`src/rtl/pc_gen_pkg.sv`:
```
// Shared pc-select encodings and next-pc decision types for the fetch PC generator.
// No logic of its own; the instruction decoder imports the same SEL_PC_* values.
// Optional trap support in the consumers is enabled with PC_GEN_TRAP_EN.
package pc_gen_pkg;

    // pc-select encodings; the decoder drives these onto pc_sel.
    localparam int SEL_PC_WIDTH = 2;
    localparam logic [SEL_PC_WIDTH-1:0] SEL_PC_NONE = 2'd0;
    localparam logic [SEL_PC_WIDTH-1:0] SEL_PC_ADD4 = 2'd1;
    localparam logic [SEL_PC_WIDTH-1:0] SEL_PC_JAL  = 2'd2;
    localparam logic [SEL_PC_WIDTH-1:0] SEL_PC_JALR = 2'd3;

    // Which source feeds the pc register at the next edge, in priority order
    // from highest (trap) to lowest (normal target).
    typedef enum logic [2:0] {
        NXT_TARGET = 3'd0,  // accept candidate from pc_target
        NXT_REJECT = 3'd1,  // taken jump to a non-word-aligned target: hold
        NXT_HOLD   = 3'd2,  // stall: hold
        NXT_MRET   = 3'd3,  // return to saved exception pc
        NXT_TRAP   = 3'd4   // enter trap vector
    } nxt_src_e;

    // True for the selects whose target depends on the taken flag.
    function automatic logic sel_is_jump(input logic [SEL_PC_WIDTH-1:0] sel);
        return (sel == SEL_PC_JAL) || (sel == SEL_PC_JALR);
    endfunction

endpackage

```
`src/rtl/pc_target.sv`:
```
// Combinational candidate next-pc and misalignment check for the selected pc source.
// Latency: zero (pure combinational); pc_gen registers the result.
// No flow control; the owner decides whether the candidate is used.
module pc_target
    import pc_gen_pkg::*;
#(
    parameter int XLEN = 32
) (
    input  logic [XLEN-1:0]         i_pc,
    input  logic [SEL_PC_WIDTH-1:0] i_pc_sel,
    input  logic                    i_taken,
    input  logic [XLEN-1:0]         i_rs1,
    input  logic [XLEN-1:0]         i_imm,
    output logic [XLEN-1:0]         o_target,
    output logic                    o_jump,
    output logic                    o_misalign
);

    localparam logic [XLEN-1:0] C_FOUR      = XLEN'(4);
    localparam logic [XLEN-1:0] C_BIT0_MASK = ~XLEN'(1);

    logic [XLEN-1:0] w_seq;
    logic [XLEN-1:0] w_jal;
    logic [XLEN-1:0] w_jalr;

    // All three adders run in parallel; sums wrap naturally at 2^XLEN.
    always_comb begin
        w_seq  = i_pc + C_FOUR;
        w_jal  = i_pc + i_imm;
        w_jalr = (i_rs1 + i_imm) & C_BIT0_MASK;
    end

    // Select the candidate; a not-taken jump falls through to pc+4.
    always_comb begin
        o_jump   = i_taken & sel_is_jump(i_pc_sel);
        o_target = i_pc;
        if (o_jump) begin
            o_target = (i_pc_sel == SEL_PC_JAL) ? w_jal : w_jalr;
        end else if (i_pc_sel != SEL_PC_NONE) begin
            o_target = w_seq;
        end
        // Only taken jumps are checked; bit0 is either cleared (JALR) or
        // ignored, bit1 set means the target is not on a word boundary.
        o_misalign = o_jump & o_target[1];
    end

endmodule

```
`src/rtl/pc_gen.sv`:
```
// Fetch program counter: registered pc with sequential, jump, stall, trap and mret update.
// Latency: one clock from select inputs to pc; next_pc shows the decision in the same cycle.
// stall holds pc; trap/mret handling compiled in only with `define PC_GEN_TRAP_EN.
module pc_gen
    import pc_gen_pkg::*;
#(
    parameter int              XLEN         = 32,
    parameter logic [XLEN-1:0] RESET_VECTOR = 32'h0000_0000
) (
    input  logic                    clk,
    input  logic                    rst,
    input  logic                    stall,
    input  logic [SEL_PC_WIDTH-1:0] pc_sel,
    input  logic                    taken,
    input  logic [XLEN-1:0]         rs1,
    input  logic [XLEN-1:0]         imm,
    input  logic                    trap,
    input  logic                    mret,
    input  logic [XLEN-1:0]         tvec,
    output logic [XLEN-1:0]         pc,
    output logic [XLEN-1:0]         next_pc,
    output logic [XLEN-1:0]         epc,
    output logic                    redirect,
    output logic                    misalign,
    output logic [XLEN-1:0]         misalign_addr
);

    localparam logic [XLEN-1:0] C_WORD_MASK = ~XLEN'(3);

    logic [XLEN-1:0] r_pc;
    logic            r_redirect;
    logic            r_misalign;
    logic [XLEN-1:0] r_misalign_addr;

    logic [XLEN-1:0] w_target;
    logic            w_jump;
    logic            w_reject;
    logic            w_trap;
    logic            w_mret;
    logic [XLEN-1:0] w_tvec_base;
    logic [XLEN-1:0] w_epc;
    nxt_src_e        w_src;
    logic [XLEN-1:0] w_next_pc;
    logic            w_redirect_nxt;
    logic            w_misalign_nxt;

    pc_target #(
        .XLEN (XLEN)
    ) u_target (
        .i_pc       (r_pc),
        .i_pc_sel   (pc_sel),
        .i_taken    (taken),
        .i_rs1      (rs1),
        .i_imm      (imm),
        .o_target   (w_target),
        .o_jump     (w_jump),
        .o_misalign (w_reject)
    );

`ifdef PC_GEN_TRAP_EN
    logic [XLEN-1:0] r_epc;

    assign w_trap      = trap;
    assign w_mret      = mret;
    assign w_tvec_base = tvec & C_WORD_MASK;
    assign w_epc       = r_epc;

    // Capture the interrupted pc on trap entry; mret only reads it.
    always_ff @(posedge clk or posedge rst) begin
        if (rst) begin
            r_epc <= '0;
        end else if (w_src == NXT_TRAP) begin
            r_epc <= r_pc;
        end
    end
`else
    // Trap inputs are tied off in this build; reduce them so they are not dangling.
    logic w_unused_trap;

    assign w_unused_trap = ^{trap, mret, tvec};
    assign w_trap        = 1'b0;
    assign w_mret        = 1'b0;
    assign w_tvec_base   = '0;
    assign w_epc         = '0;
`endif

    // Priority: trap over mret over stall over the selected target.
    // trap and mret together resolve as trap because trap is tested first.
    always_comb begin
        w_src = NXT_TARGET;
        if (w_trap) begin
            w_src = NXT_TRAP;
        end else if (w_mret) begin
            w_src = NXT_MRET;
        end else if (stall) begin
            w_src = NXT_HOLD;
        end else if (w_reject) begin
            w_src = NXT_REJECT;
        end
    end

    // Map the chosen source to next pc and the flags registered alongside it.
    always_comb begin
        w_next_pc      = w_target;
        w_redirect_nxt = w_jump;
        w_misalign_nxt = 1'b0;
        unique case (w_src)
            NXT_TRAP: begin
                w_next_pc      = w_tvec_base;
                w_redirect_nxt = 1'b1;
            end
            NXT_MRET: begin
                w_next_pc      = w_epc;
                w_redirect_nxt = 1'b1;
            end
            NXT_HOLD: begin
                w_next_pc      = r_pc;
                w_redirect_nxt = 1'b0;
            end
            NXT_REJECT: begin
                w_next_pc      = r_pc;
                w_redirect_nxt = 1'b0;
                w_misalign_nxt = 1'b1;
            end
            default: begin
            end
        endcase
    end

    // pc and status flags; misalign is a one-cycle pulse, its address is sticky.
    always_ff @(posedge clk or posedge rst) begin
        if (rst) begin
            r_pc            <= RESET_VECTOR;
            r_redirect      <= 1'b0;
            r_misalign      <= 1'b0;
            r_misalign_addr <= '0;
        end else begin
            r_pc       <= w_next_pc;
            r_redirect <= w_redirect_nxt;
            r_misalign <= w_misalign_nxt;
            if (w_misalign_nxt) begin
                r_misalign_addr <= w_target;
            end
        end
    end

    assign pc            = r_pc;
    assign next_pc       = w_next_pc;
    assign epc           = w_epc;
    assign redirect      = r_redirect;
    assign misalign      = r_misalign;
    assign misalign_addr = r_misalign_addr;

endmodule
```
`config.mk`:
```
export PLATFORM = sky130hd
export DESIGN_NAME = pc_gen
export DESIGN_NICKNAME = d
export VERILOG_FILES = /design/src/rtl/pc_gen_pkg.sv /design/src/rtl/pc_target.sv /design/src/rtl/pc_gen.sv
export SDC_FILE = /design/constraint.sdc
export NUM_CORES = 1
export LEC_CHECK = 0
export CAP_MARGIN = 40
export CORE_MARGIN = 10
export CORE_UTILIZATION = 52
export CTS_BUF_LIST = sky130_fd_sc_hd__clkbuf_8
export CTS_CLUSTER_DIAMETER = 120
export DETAILED_ROUTE_END_ITERATION = 8
export PLACE_DENSITY_LB_ADDON = 0.2
export SETUP_SLACK_MARGIN = 0.2
export SYNTH_ARGS = -nofsm -noshare
export SYNTH_HDL_FRONTEND = slang
export SYNTH_SLANG_ARGS = --single-unit
```
`constraint.sdc`:
```
create_clock -name clk -period 7.6 [get_ports clk]
set_input_delay 0.76 -clock clk [delete_from_list [all_inputs] [get_ports clk]]
set_output_delay 0.76 -clock clk [all_outputs]
set_load 0.03 [all_outputs]
```
# Word-level counts from Yosys, hierarchy flattened
# Cells that the tools add are included.
# classes
add_sub_neg	3
eq_ne	6
mux	8
bitwise_logic	2
reduce_logical	4
# op_table
op	count
2-to-1 mux 32 bit	3
adder 32 bit	2
case mux 32 bit (2 select lines)	1
adder 32 x 3 -> 32 bit, second input constant	1
equality test 3 x 2 -> 1 bit, second input constant	2
equality test 2 bit, second input constant	2
OR reduction 2 bit	2
equality test 3 x 1 -> 1 bit, second input constant	1
equality test 3 bit, second input constant	1
bitwise AND 1 bit	2
2-to-1 mux 1 bit	2
2-to-1 mux 2 bit	1
case mux 1 bit (2 select lines)	1
nonzero test 2 bit	1
logical OR 1 bit	1
# totals
reg_bits	66
in_bits	104
out_inout_bits	130
elab_cells	27

# Logic depth before layout (Yosys ltp)
# Gate-level depths: netlist of run 1.
# logic_depth
word_depth	10
ltp_mapped	12
ltp_nobuf	12

# Hierarchy
# From an unflattened synthesis of run 1, not the netlist that was laid out.
# unflattened
cells_unflattened	784
area_unflattened_um2	7128.1
# modules_own_cells
mod	instances	cells_each	area_each_um2	seq_area_each_um2
pc_target	1	609	4282.9	0.0
pc_gen	1	175	2845.2	1651.6

# Worst setup path before layout of run 1
# No wires, ideal clock.
# synth_timing
path_type	input port to output port
from	in imm[0]
to	out next_pc[30]
t_arrival_ns	3.792
t_required_ns	6.840
slack_ns	3.048
path_stages	12
path_buffers	0
cell_sequence	ha_1 -> inv_1 -> fa_1 -> nand2b_1 -> a21oi_1 -> o211ai_1 -> o211a_4 -> a31oi_4 -> a41oi_1 -> mux2i_1 -> nor2_1 -> o41ai_1
# synth_via
elab_chain_len	9
elab_cells_between_ends	14
classes_between	add/sub: 2; eq/ne: 4; mux: 5; bitwise: 1; reduce/logical: 2
# synth_rtl
element	line_no	source
from (decl)	pc_gen.sv:16	input logic [XLEN-1:0] imm,
adder 32 bit (on tied branches)	pc_target.sv:30, pc_target.sv:29	
2-to-1 mux 32 bit (*)	pc_target.sv:38	o_target = (i_pc_sel == SEL_PC_JAL) ? w_jal : w_jalr;
2-to-1 mux 32 bit (*)	pc_target.sv:37	if (o_jump) begin
bitwise AND 1 bit	pc_target.sv:44	o_misalign = o_jump & o_target[1];
2-to-1 mux 1 bit	pc_gen.sv:97	end else if (w_reject) begin
2-to-1 mux 2 bit	pc_gen.sv:95	end else if (stall) begin
equality test 3 x 1 -> 1 bit, or another cell as far along	pc_gen.sv:107	unique case (w_src)
OR reduction 2 bit (no source line)	n/a	
case mux 32 bit (2 select lines) (*)	pc_gen.sv:107	
to (decl)	pc_gen.sv:21	output logic [XLEN-1:0] next_pc,
# Every way passes the cells marked *; elsewhere a longest branch is shown, timed or not.

# Worst setup path in the final report of run 1
# layout_timing
from	in imm[1]
to	out next_pc[26]
# Same word-level chain as after synthesis.

==> results of run 1 <==
## state kept, by name, summed over array words and instances, names as in the netlist
signal / cells
misalign_addr: 32
misalign: 1
redirect: 1
pc: 32
## where the power goes
group,total (W),internal (W),switching [W]
registers,0.000626,0.000477,0.000150
logic,0.00183,0.000732,0.00110
clock network,0.000277,0.000118,0.000159
total,0.00274,0.00133,0.00141
## worst max-delay path, delay by kind of cell
| family | cells | cell delay (ps) |
|---|---|---|
| AO/OA/AOI/OAI | 6 | 1780 |
| XOR/XNOR | 1 | 290 |
| adder cells (fa/ha/maj) | 1 | 420 |
| buffers and inverters | 3 | 1370 |
| AND/OR/NAND/NOR | 2 | 310 |
## per-layer routing
layer | vias up | routed length (µm)
met5 | - | 0
met4 | 0 | 870
met3 | 58 | 2600
met2 | 397 | 12490
met1 | 3528 | 10410
li1 | 3592 | -
## worst min-delay path by stage
stage | start | endpoint | slack, ps | depth (start not counted)
6_report | misalign_addr[1]$_DFFE_PP0P_ | misalign_addr[1]$_DFFE_PP0P_ | 470 | 1
5_1_grt | misalign_addr[13]$_DFFE_PP0P_ | misalign_addr[13]$_DFFE_PP0P_ | 500 | 2
4_1_cts | misalign_addr[1]$_DFFE_PP0P_ | misalign_addr[1]$_DFFE_PP0P_ | 470 | 1
3_5_place_dp | misalign_addr[1]$_DFFE_PP0P_ | misalign_addr[1]$_DFFE_PP0P_ | 460 | 1
3_3_place_gp | misalign_addr[1]$_DFFE_PP0P_ | misalign_addr[1]$_DFFE_PP0P_ | 450 | 1
2_1_floorplan | misalign_addr[12]$_DFFE_PP0P_ | misalign_addr[12]$_DFFE_PP0P_ | 650 | 2
## placed cells by master (no fill, tap or decap), types with 3 or more instances in the layout
cell / count
o22ai_1: 5
xor2_1: 22
nand2_1: 124
nor3_1: 10
o31ai_1: 6
dfrtp_1: 66
nor2b_1: 4
a21o_1: 30
o221ai_1: 3
a21oi_1: 77
inv_1: 18
a21oi_2: 3
a211oi_1: 10
a2111oi_0: 3
conb_1: 32
or3_1: 5
and2_1: 11
o21ai_1: 6
a31oi_1: 18
nand2b_1: 16
o22a_1: 3
o21ai_0: 78
o41ai_1: 3
ha_1: 62
o211ai_1: 13
clkdlybuf4s50_1: 167
and4_1: 6
and3_1: 12
or2_2: 4
nand3_1: 29
mux2_2: 4
o21bai_1: 7
buf_4: 6
mux2i_1: 14
nand4_1: 17
clkbuf_8: 9
o21a_1: 7
a41oi_1: 4
nor2_1: 60
xnor2_1: 39
## per-stage QoR
step           std cells  instance area [µm²]
6_report            1245                 9024
4_1_cts             1245                 9024
2_1_floorplan        954                 7300
3_3_place_gp        1228                 8826
5_1_grt             1245                 9024
3_5_place_dp        1229                 8853
## layout make-up
type	instances	area [µm²]
clock buffer	9	123.9
clock inverter	7	46.29
fill	1207	4377
inverter	18	67.56
multi-input combinational	795	5170
sequential	66	1652
tap	176	220.2
timing repair buffer	174	1744
## cells by family after synthesis
| family | synth area share |
|---|---|
| xor gates and xnor gates | 0.07438 |
| buffers and inverters | 0.06758 |
| muxes | 0.02578 |
| other | 0.0005221 |
| AOI/OAI and AO/OA | 0.2745 |
| and+or+nand+nor | 0.2137 |
| DFF | 0.2299 |
| adders and majority gates | 0.1136 |
==> impl_results.md, run 1 <==
* Status: complete, no violations
* Core ar. at 0.01340 mm²
* Final hold vios at 0
* Post-DP HPWL at 21,020 µm
* Overall Power at around 0.0027 W
* Clock Skews at between 15 and 20 ps
* Worst flop-to-flop path startpoint: pc[9]$_DFF_PP0_
* Critical-path top delay cell: clkdlybuf4s50_1
* Yosys reg bits at 66
* Post-Syn Area at 0.007183 mm²
* Fin crit share at 0.7493
* Worst-margin pin slew at around 910 ps
* Post-cts gate resize count at 0
* R2r setup slk at ~4300 ps
* Post-synth top flop: dfrtp_1
* Routability cong. at between 1 and 1.5
* Crit-path max cell delay at between 700 and 800 ps
* Vias in the first global route at 7,270
* Min Tclk post-route at roughly 5700 ps
* Crit path capture: next_pc[26]
* Total GRT Usage at 0.2737
* Worst path arrival time at between 4000 and 5000 ps
* CTS HTree Levels at 3
* Antenna Nets Post-Route at 0
* Critical Path Fanout Max at 4
* M3 GR Usage at 0.07210
* Data required time of the critical path at 6840 ps
* Fraction of registers with async set/reset at 1.000
* Layout cells sized above 1 at 0.04958
* Hold WC Path Type: flop to flop
* Die width at 137.5 µm
* Die H at 137.5 µm
* First-pass GRT wire length at about 41,000 µm
* WL/cell at roughly 21 µm
* Clock sinks at between 60 and 70
* Crit Path Category: input pin to primary output
* Clk_lat worst skew at roughly 370 ps
* Cell count after synthesis at 923
* Distinct cells, synth at around 80
* Crit path from: imm[1]
* CTS tree: yes
* VDD IR max at 200.0 µV
* Area leader, netlist: dfrtp_1
* IO Pins at around 230
* Congestion Overflow GR at 0
* Worst slack, placed at approximately 2000 ps
* Reg clk slew, reported paths at approximately 70 ps
* Core Util, Final at 0.6734
* Relative slew slack at 0.3922
* Die area at ~0.019 mm²
* Initial Utilization at 0.5360
* Yosys top cell area share at 0.2299
* Setup Viol. Count Final at 0
* Critical Path Source Type: input pin
* Global-route layer with the greatest usage: met2
* Fmax at ~0.18 GHz
* Register area share after synthesis at 0.2299
* Yosys warning total at 0
* Avg Cell Area, Syn at 7.782 µm²
* Row cnt at 42
* Detailed-route vias per instance at about 6.1
* Dominant cell by count in the synthesized netlist: nand2_1
* CTS hold repair buffers at 0
* N_diodes at 0
* Crit path cell chain: clkdlybuf4s50_1 > inv_1 > fa_1 > nand2b_1 > a21oi_2 > o41ai_2 > o21ba_2 > a31oi_1 > o22ai_1 > xnor2_1 > nor2_1 > o31ai_1 > clkdlybuf4s50_1
* Power density over cell area at 303.1 mW/mm²
* WL final at 26,380 µm
* Max Buffers Root-to-Sink at 2
* Final #Nets at 1,232
* EDFF count, synth at 0
* CTS root buf: clkbuf_8
* # DRC at 0
* Endpoint type of the worst setup path: primary output
* DR pass1 iterations at 5
* Antenna violations before repair at 0
* Setup Fix Bufs, Post-CTS at 0
* Reg-to-Reg End: pc[27]$_DFF_PP0_
* Commonest cells in the netlist: nand2_1 (124), o21ai_0 (78), a21oi_1 (77), dfrtp_1 (66), ha_1 (62)
* Slew Limit Fails at 0
* Total negative setup slack at 0 ps
* Met2 Usage GRT at 0.4452
* CP most frequent cell: clkdlybuf4s50_1
* Unrepaired setup endpoints after global routing: no
* Post-route setup slack at between 1500 and 2000 ps
* Largest net degree at the start of global routing at 52
* Area growth, synth to finish at 25.62%
* Top post-synthesis cells by area: dfrtp_1 (23%), ha_1 (11%), nand2_1 (6.5%)
* Grt met1 use at 0.3384
* Initial DRC count at 661
* Lkg Pwr at 3.943 nW
* R2R depth at 10
* Max-cap violations at 0
* Worst Hold Slack at 475.0 ps
* Number of port buffers at between 150 and 200
* Num CTS Buffers at 9
* Vias at roughly 7,600
(Power assumes the default switching activity.)
==> inputs of run 2 (changes only) <==
--- a/config.mk
+++ b/config.mk
@@ -7,7 +7,7 @@
 export LEC_CHECK = 0
 export CAP_MARGIN = 40
 export CORE_MARGIN = 10
-export CORE_UTILIZATION = 52
+export CORE_UTILIZATION = 49
 export CTS_BUF_LIST = sky130_fd_sc_hd__clkbuf_8
 export CTS_CLUSTER_DIAMETER = 120
 export DETAILED_ROUTE_END_ITERATION = 8
==> constraint.sdc (replaced) <==
create_clock -name clk -period 5.92 [get_ports clk]
set_input_delay 0.592 -clock clk [delete_from_list [all_inputs] [get_ports clk]]
set_output_delay 0.592 -clock clk [all_outputs]
set_load 0.03 [all_outputs]
==> run 2 against run 1 <==
Net effect:
- sequential cell count did not move
- die area rose by 5.2%
- power rose by 28%
- sequential share of layout area fell by 0.083 points
- register-to-register slack got worse by 1700 ps
- sequential power rose by 29%
- worst hold slack got worse by 7.2 ps
- count of clock-buffer cells in the layout did not move
- first-iteration DRC count fell by 26%
- critical path type unchanged
- largest cell class unchanged
==> impl_results.md, run 2 (same netlist as run 1, synthesis figures left out) <==
* Final hold vios at 0 (unchanged)
* Min Tclk post-route at about 5300 ps
* Critical-path top delay cell: clkdlybuf4s50_1 (unchanged)
* Lkg Pwr at 3.950 nW (was 3.943 nW)
* Most common library cell in the layout ignoring fill and taps: clkdlybuf4s50_1 (unchanged)
* Min-delay src: misalign_addr[1]$_DFFE_PP0P_ (unchanged)
* Max Buffers Root-to-Sink at 2 (unchanged)
* VDD IR max at 201.9 µV (was 200.0 µV)
* Congestion Overflow GR at 0 (unchanged)
* Final #Nets at 1,235 (was 1,232)
* Vias in the first global route at 7,225 (was 7,270)
* Die area at 0.01990 mm² (was 0.01891 mm²)
* Number of port buffers at 167 (unchanged)
* R2R depth at 10 (unchanged)
* CP most frequent cell: clkdlybuf4s50_1 (unchanged)
* Core Util, Final at 0.6285 (was 0.6734)
* IO Pins at 234 (unchanged)
* Antenna Nets Post-Route at 0 (unchanged)
* Die width at 141.1 µm (was 137.5 µm)
* CTS tree: yes (unchanged)
* Post-cts gate resize count at 0 (unchanged)
* Critical Path Fanout Max at 4 (unchanged)
* WP buf/inv at 3 (unchanged)
* Clk_lat worst skew at 370 ps (about the same)
* Die H at 141.1 µm (was 137.5 µm)
* WL/cell at 20.01 µm (was 21.19 µm)
* Relative slew slack at 0.4734 (was 0.3922)
* Crit-path max cell delay at 760 ps (about the same)
* Reg clk slew, reported paths at 70 ps (about the same)
* Clock Skews at 18.25 ps (was 17.17 ps)
* Endpoint type of the worst setup path: primary output (unchanged)
* CP Depth at 13 (unchanged)
* Worst flop-to-flop path startpoint: pc[3]$_DFF_PP0_ (was pc[9]$_DFF_PP0_)
* # DRC at 0 (unchanged)
* CTS HTree Levels at 3 (unchanged)
* Status: complete, no violations (unchanged)
* Antenna violations before repair at 0 (unchanged)
* Power density over cell area at 386.5 mW/mm² (was 303.1 mW/mm²)
* Worst Hold Depth at 1 (unchanged)
* Area growth, synth to finish at 26.20% (was 25.62%)
* First-pass GRT wire length at 39,240 µm (was 40,510 µm)
* CTS hold repair buffers at 0 (unchanged)
* Data required time of the critical path at 5330 ps (was 6840 ps)
* Clock sinks at 66 (unchanged)
* Routability cong. at 1.006 (was 1.014)
* Crit path cell chain: clkdlybuf4s50_1 > inv_1 > fa_1 > nand2b_1 > a21oi_2 > o41ai_2 > o21ba_2 > a31oi_1 > o22ai_1 > xnor2_1 > nor2_1 > o31ai_1 > clkdlybuf4s50_1 (unchanged)
* Vias at 7,440 (was 7,575)
* Worst-margin pin slew at 790.0 ps (was 909.8 ps)
* Detailed-route vias per instance at 5.924 (was 6.084)
* DR pass1 iterations at 5 (unchanged)
* R2r setup slk at 2630 ps (was 4300 ps)
* Total GRT Usage at 0.2442 (was 0.2737)
* Crit path max-delay family: compound AO/OA/AOI/OAI gates (unchanged)
* Unrepaired setup endpoints after global routing: no (unchanged)
* Fin crit share at 0.8976
* Slew Limit Fails at 0 (unchanged)
* Row cnt at 44 (was 42)
* Num CTS Buffers at 9 (unchanged)
* Most frequent cells in the layout: clkdlybuf4s50_1 (167), nand2_1 (124), o21ai_0 (78), a21oi_1 (77), dfrtp_1 (66) (unchanged)
* Layout cells sized above 1 at 0.05224 (was 0.04958)
* Setup Viol. Count Final at 0 (unchanged)
* WL final at 25,130 µm (was 26,380 µm)
* Reg-to-Reg End: pc[30]$_DFF_PP0_ (was pc[27]$_DFF_PP0_)
* Max-cap violations at 0 (unchanged)
* Hold Path Sink: misalign_addr[1]$_DFFE_PP0P_ (unchanged)
* Initial Utilization at 0.4980 (was 0.5360)
* Fmax at 0.1882 GHz
* Setup Fix Bufs, Post-CTS at 0 (unchanged)
* Worst path arrival time at 4720 ps (was 4930 ps)
* Filler Cells Inserted at 1,316 (was 1,207)
* CTS root buf: clkbuf_8 (unchanged)
* Initial DRC count at 486 (was 661)
* Total negative setup slack at 0 ps (unchanged)
* Crit Path Category: input pin to primary output (unchanged)
* Core ar. at 0.01442 mm² (was 0.01340 mm²)
* Largest net degree at the start of global routing at 52 (unchanged)
* Critical Path Source Type: input pin (unchanged)
* Post-DP HPWL at 20,160 µm (was 21,020 µm)
* Hold WC Path Type: flop to flop (unchanged)
* N_diodes at 0 (unchanged)
[run 2: routing by layer]
layer | vias to the layer above | share of wire | GRT usage
met4 | 0 | 0.026 | 0.07880
met5 | - | 0 | 0
li1 | 3599 | - | -
met2 | 310 | 0.49 | 0.4155
met1 | 3485 | 0.40 | 0.2880
met3 | 46 | 0.085 | 0.06987
[run 2: worst max path at each step]
stage | slack (ps) | startpoint | endpoint
3_3_place_gp | 700 | imm[1] | next_pc[30]
2_1_floorplan | 1700 | imm[0] | next_pc[30]
3_5_place_dp | 690 | imm[1] | next_pc[30]
4_1_cts | 680 | imm[1] | next_pc[30]
6_report | 610 | imm[1] | next_pc[26]
5_1_grt | 420 | imm[1] | next_pc[28]
[run 2: cell type report]
| cell class | instances | area (µm²) | share of cell area |
|---|---|---|---|
| clock buffer | 9 | 123.9 | 0.01366 |
| clock inverter | 7 | 47.55 | 0.005245 |
| tap | 184 | 230.2 | 0.02540 |
| multi-input combinational | 795 | 5165 | 0.5698 |
| timing repair buffer | 177 | 1779 | 0.1963 |
| sequential | 66 | 1652 | 0.1822 |
| inverter | 18 | 67.56 | 0.007453 |
[run 2: where the power goes]
part / internal, W / switching [W]
registers: 0.000612 / 0.000197
clock network: 0.000150 / 0.000203
logic: 0.000948 / 0.00139
[run 2: through the flow]
step | cells | setup slack [ps] | cell area, µm² | power [W] | hold WS, ps
6_report | 1256 | 606.4 | 9065 | 0.003504 | 467.8
2_1_floorplan | 954 | 1704 | 7300 | 0.002279 | 650.3
4_1_cts | 1256 | 677.8 | 9065 | 0.003507 | 474.4
3_3_place_gp | 1239 | 695.4 | 8866 | 0.003125 | 450.5
5_1_grt | 1256 | 421.2 | 9065 | 0.003733 | 497.1
3_5_place_dp | 1240 | 689.2 | 8894 | 0.003142 | 452.2
[run 2: worst reg2reg max path: stages (launching register included)]
cell	delay [ps]
dfrtp_1	480
ha_1	400
o211ai_1	230
a21oi_1	80
o211ai_1	560
o211a_4	300
a31oi_4	100
a41oi_1	330
mux2i_1	240
nor2_1	70
o41ai_1	390
==> inputs of run 3 (changes only) <==
--- a/config.mk
+++ b/config.mk
@@ -15,4 +15,5 @@
 export SETUP_SLACK_MARGIN = 0.2
 export SYNTH_ARGS = -nofsm -noshare
 export SYNTH_HDL_FRONTEND = slang
+export SYNTH_HIERARCHICAL = 1
 export SYNTH_SLANG_ARGS = --single-unit
==> run 3 against run 2 <==
Net effect:
- worst hold slack improved by 47 ps
- sequential cell count did not move
- clock skew is 3.9 ps lower
- synthesized cell count down 15%
- non-clock buffer count decreased by 2
- register-to-register slack lost 330 ps
- sequential power rose by 16%
- design area fell by 0.22%
- critical endpoint is now next_pc[28]
- largest cell class unchanged
- highest routed layer unchanged
==> impl_results.md, run 3 <==
* Status: complete, no violations (unchanged)
* DR top layer: met4 (unchanged)
* Die H at 140.6 µm (was 141.1 µm)
* Antenna Nets Post-Route at 0 (unchanged)
* Fin crit share at 0.9051 (was 0.8976)
* Slew Limit Fails at 0 (unchanged)
* Area leader, netlist: dfrtp_1 (unchanged)
* Final #Nets at 1,107 (was 1,235)
* Post-Synth Simple-Gate Area at 0.1417 (was 0.2137)
* R2R depth at 13 (was 10)
* Post-cts gate resize count at 0 (unchanged)
* Initial Utilization at 0.4961 (was 0.4980)
* Most frequent cells in the layout: clkdlybuf4s50_1 (167), dfrtp_1 (66), ha_1 (62), a21oi_1 (61), nand2_1 (55) (was clkdlybuf4s50_1 (167), nand2_1 (124), o21ai_0 (78), a21oi_1 (77), dfrtp_1 (66))
* Clock Skews at 14.31 ps (was 18.25 ps)
* EDFF count, synth at 0 (unchanged)
* First-pass GRT wire length at 34,690 µm (was 39,240 µm)
* Clock sinks at 66 (unchanged)
* Number of port buffers at 167 (unchanged)
* R2r setup slk at 2300 ps (was 2630 ps)
* Lkg Pwr at 3.999 nW (was 3.950 nW)
* Xor/xnor share of the synthesized area at 0.09584 (was 0.07438)
* # DRC at 0 (unchanged)
* Largest family of logic cells by synthesized area: compound AO/OA/AOI/OAI gates (unchanged)
* Min Tclk post-route at 5358 ps (was 5314 ps)
* Die area at 0.01977 mm² (was 0.01990 mm²)
* Register area share after synthesis at 0.2317 (was 0.2299)
* Commonest cells in the netlist: dfrtp_1 (66), ha_1 (62), a21oi_1 (61), nand2_1 (55), xnor2_1 (44) (was nand2_1 (124), o21ai_0 (78), a21oi_1 (77), dfrtp_1 (66), ha_1 (62))
* Total negative setup slack at 0 ps (unchanged)
* Die width at 140.6 µm (was 141.1 µm)
* Reg-to-Reg End: pc[30]$_DFF_PP0_ (unchanged)
* Most common library cell in the layout ignoring fill and taps: clkdlybuf4s50_1 (unchanged)
* Yosys warning total at 6 (was 0)
* Core ar. at 0.01437 mm² (was 0.01442 mm²)
* Distinct cells, synth at 80 (was 78)
* CTS HTree Levels at 3 (unchanged)
* Clk_lat worst skew at 380 ps (was 370 ps)
* Fmax at 0.1866 GHz (was 0.1882 GHz)
* Fraction of registers with async set/reset at 1.000 (unchanged)
* Endpoint type of the worst setup path: primary output (unchanged)
* Routability cong. at 0.9152 (was 1.006)
* Synth Area in Compound Gates at 0.2261 (was 0.2745)
* Vias at 6,426 (was 7,440)
* Max-cap violations at 0 (unchanged)
* Post-synthesis adder-cell area fraction at 0.1144 (was 0.1136)
* VDD IR max at 324.9 µV (was 201.9 µV)
* Top post-synthesis cells by area: dfrtp_1 (23%), ha_1 (11%), mux2_4 (6.1%) (was dfrtp_1 (23%), ha_1 (11%), nand2_1 (6.5%))
* Layout cells sized above 1 at 0.1250 (was 0.05224)
* Reg clk slew, reported paths at 80 ps (was 70 ps)
* Core Util, Final at 0.6295 (was 0.6285)
* Metal3 WL at 1435 µm (was 2143 µm)
* IO Pins at 234 (unchanged)
* Overall Power at 0.004636 W (was 0.003504 W)
* Relative slew slack at 0.5132 (was 0.4734)
* Congestion Overflow GR at 0 (unchanged)
* Data required time of the critical path at 5330 ps (about the same)
* DR pass1 iterations at 5 (unchanged)
* Dominant cell by count in the synthesized netlist: dfrtp_1 (was nand2_1)
* Post-Syn Area at 0.007128 mm² (was 0.007183 mm²)
* CTS root buf: clkbuf_8 (unchanged)
* Area growth, synth to finish at 26.89% (was 26.20%)
* Unrepaired setup endpoints after global routing: no (unchanged)
* Avg Cell Area, Syn at 9.092 µm² (was 7.782 µm²)
* Post-route setup slack at 561.8 ps (was 606.4 ps)
* Initial DRC count at 401 (was 486)
* N_diodes at 0 (unchanged)
* Critical Path Source Type: input pin (unchanged)
* WL final at 21,730 µm (was 25,130 µm)
* Setup Viol. Count Final at 0 (unchanged)
* Metal-1 WL at 10,020 µm (was 10,110 µm)
* DP Area at 0.008817 mm² (was 0.008894 mm²)
* Mux contribution to synthesized area at 0.1234 (was 0.02578)
* CTS hold repair buffers at 0 (unchanged)
* Vias in the first global route at 6,493 (was 7,225)
* Detail Route met2 WL at 10,040 µm (was 12,230 µm)
* Filler Cells Inserted at 1,236 (was 1,316)
* Antenna violations before repair at 0 (unchanged)
* Crit Path Category: input pin to primary output (unchanged)
* Post-synth top flop: dfrtp_1 (unchanged)
* Post-DP HPWL at 17,170 µm (was 20,160 µm)
* Critical Path Fanout Max at 5 (was 4)
* Worst flop-to-flop path startpoint: pc[0]$_DFF_PP0_ (was pc[3]$_DFF_PP0_)
* Largest net degree at the start of global routing at 38 (was 52)
* Max Buffers Root-to-Sink at 2 (unchanged)
* Worst-margin pin slew at 727.5 ps (was 790.0 ps)
* Final hold vios at 0 (unchanged)
* Total GRT Usage at 0.2143 (was 0.2442)
* Detailed-route vias per instance at 5.697 (was 5.924)
* Row cnt at 44 (unchanged)
* Num CTS Buffers at 9 (unchanged)
* Power density over cell area at 512.6 mW/mm² (was 386.5 mW/mm²)
* WL/cell at 19.26 µm (was 20.01 µm)
* Crit path from: imm[0] (was imm[1])
* Worst slack, placed at 635.3 ps (was 689.2 ps)
* Cell count after synthesis at 784 (was 923)
* Worst path arrival time at 4770 ps (was 4720 ps)
* Crit path capture: next_pc[28] (was next_pc[26])
* CTS tree: yes (unchanged)
* Yosys reg bits at 66 (unchanged)
* Setup Fix Bufs, Post-CTS at 0 (unchanged)
* Yosys top cell area share at 0.2317 (was 0.2299)
* Hold WC Path Type: flop to flop (unchanged)
* Design Area, Final at 0.009045 mm² (was 0.009065 mm²)
[run 3: worst min path at each step]
stage          slack [ps]                       endpoint                          start  depth (start not counted)
2_1_floorplan         720  misalign_addr[10]$_DFFE_PP0P_  misalign_addr[10]$_DFFE_PP0P_                          1
3_3_place_gp          490  misalign_addr[24]$_DFFE_PP0P_  misalign_addr[24]$_DFFE_PP0P_                          1
3_5_place_dp          490  misalign_addr[11]$_DFFE_PP0P_  misalign_addr[11]$_DFFE_PP0P_                          1
4_1_cts               520  misalign_addr[11]$_DFFE_PP0P_  misalign_addr[11]$_DFFE_PP0P_                          1
5_1_grt               530  misalign_addr[30]$_DFFE_PP0P_  misalign_addr[30]$_DFFE_PP0P_                          1
6_report              510  misalign_addr[24]$_DFFE_PP0P_  misalign_addr[24]$_DFFE_PP0P_                          1
[run 3: routing by layer]
metal / up-vias / track usage
li1: 3161 / -
met1: 3066 / 0.2810
met2: 181 / 0.3443
met3: 18 / 0.05542
met4: 0 / 0.05054
met5: - / 0
[run 3: power breakdown]
group | internal (W) | switching [W] | total [W]
sequential | 0.000668 | 0.000270 | 0.000938
clock | 0.000249 | 0.000209 | 0.000458
combinational | 0.00144 | 0.00180 | 0.00324
[run 3: final cells by class]
type                            instances  area (µm²)  share of cell area
Multi-Input combinational cell        676        5130              0.5672
Timing Repair Buffer                  175        1764              0.1950
Sequential cell                        66        1652              0.1826
Tap cell                              184       230.2             0.02545
Clock buffer                           10       137.6             0.01522
Clock inverter                          6       90.09            0.009960
Inverter                               11       41.29            0.004565
[run 3: worst max-delay path, stage by stage]
cell             delay, ps
clkdlybuf4s50_1        450
and2_1                 190
fa_1                   400
a21o_1                 220
a31o_2                 270
o22a_2                 240
o211ai_2               280
o31a_2                 260
a21oi_4                100
o41ai_2                430
o221ai_1               160
a21oi_1                280
mux2_2                 230
clkdlybuf4s50_1        660
[run 3: through the flow]
stage                     instances  hold slack, ps
after floorplan                 815           718.5
after global placement         1110           488.6
after detailed placement       1112           493.2
after CTS                      1128           515.6
after global routing           1128           534.8
final                          1128           514.5
[run 3: cells by family (layout without fill, tap and decap cells)]
kind of cell	after synthesis	in the layout
xor+xnor	78	78
mux	69	69
simple gates	201	201
flops	66	66
compound gates	232	232
buf+inv	73	202
other cells	1	32
fa+ha+maj	64	64
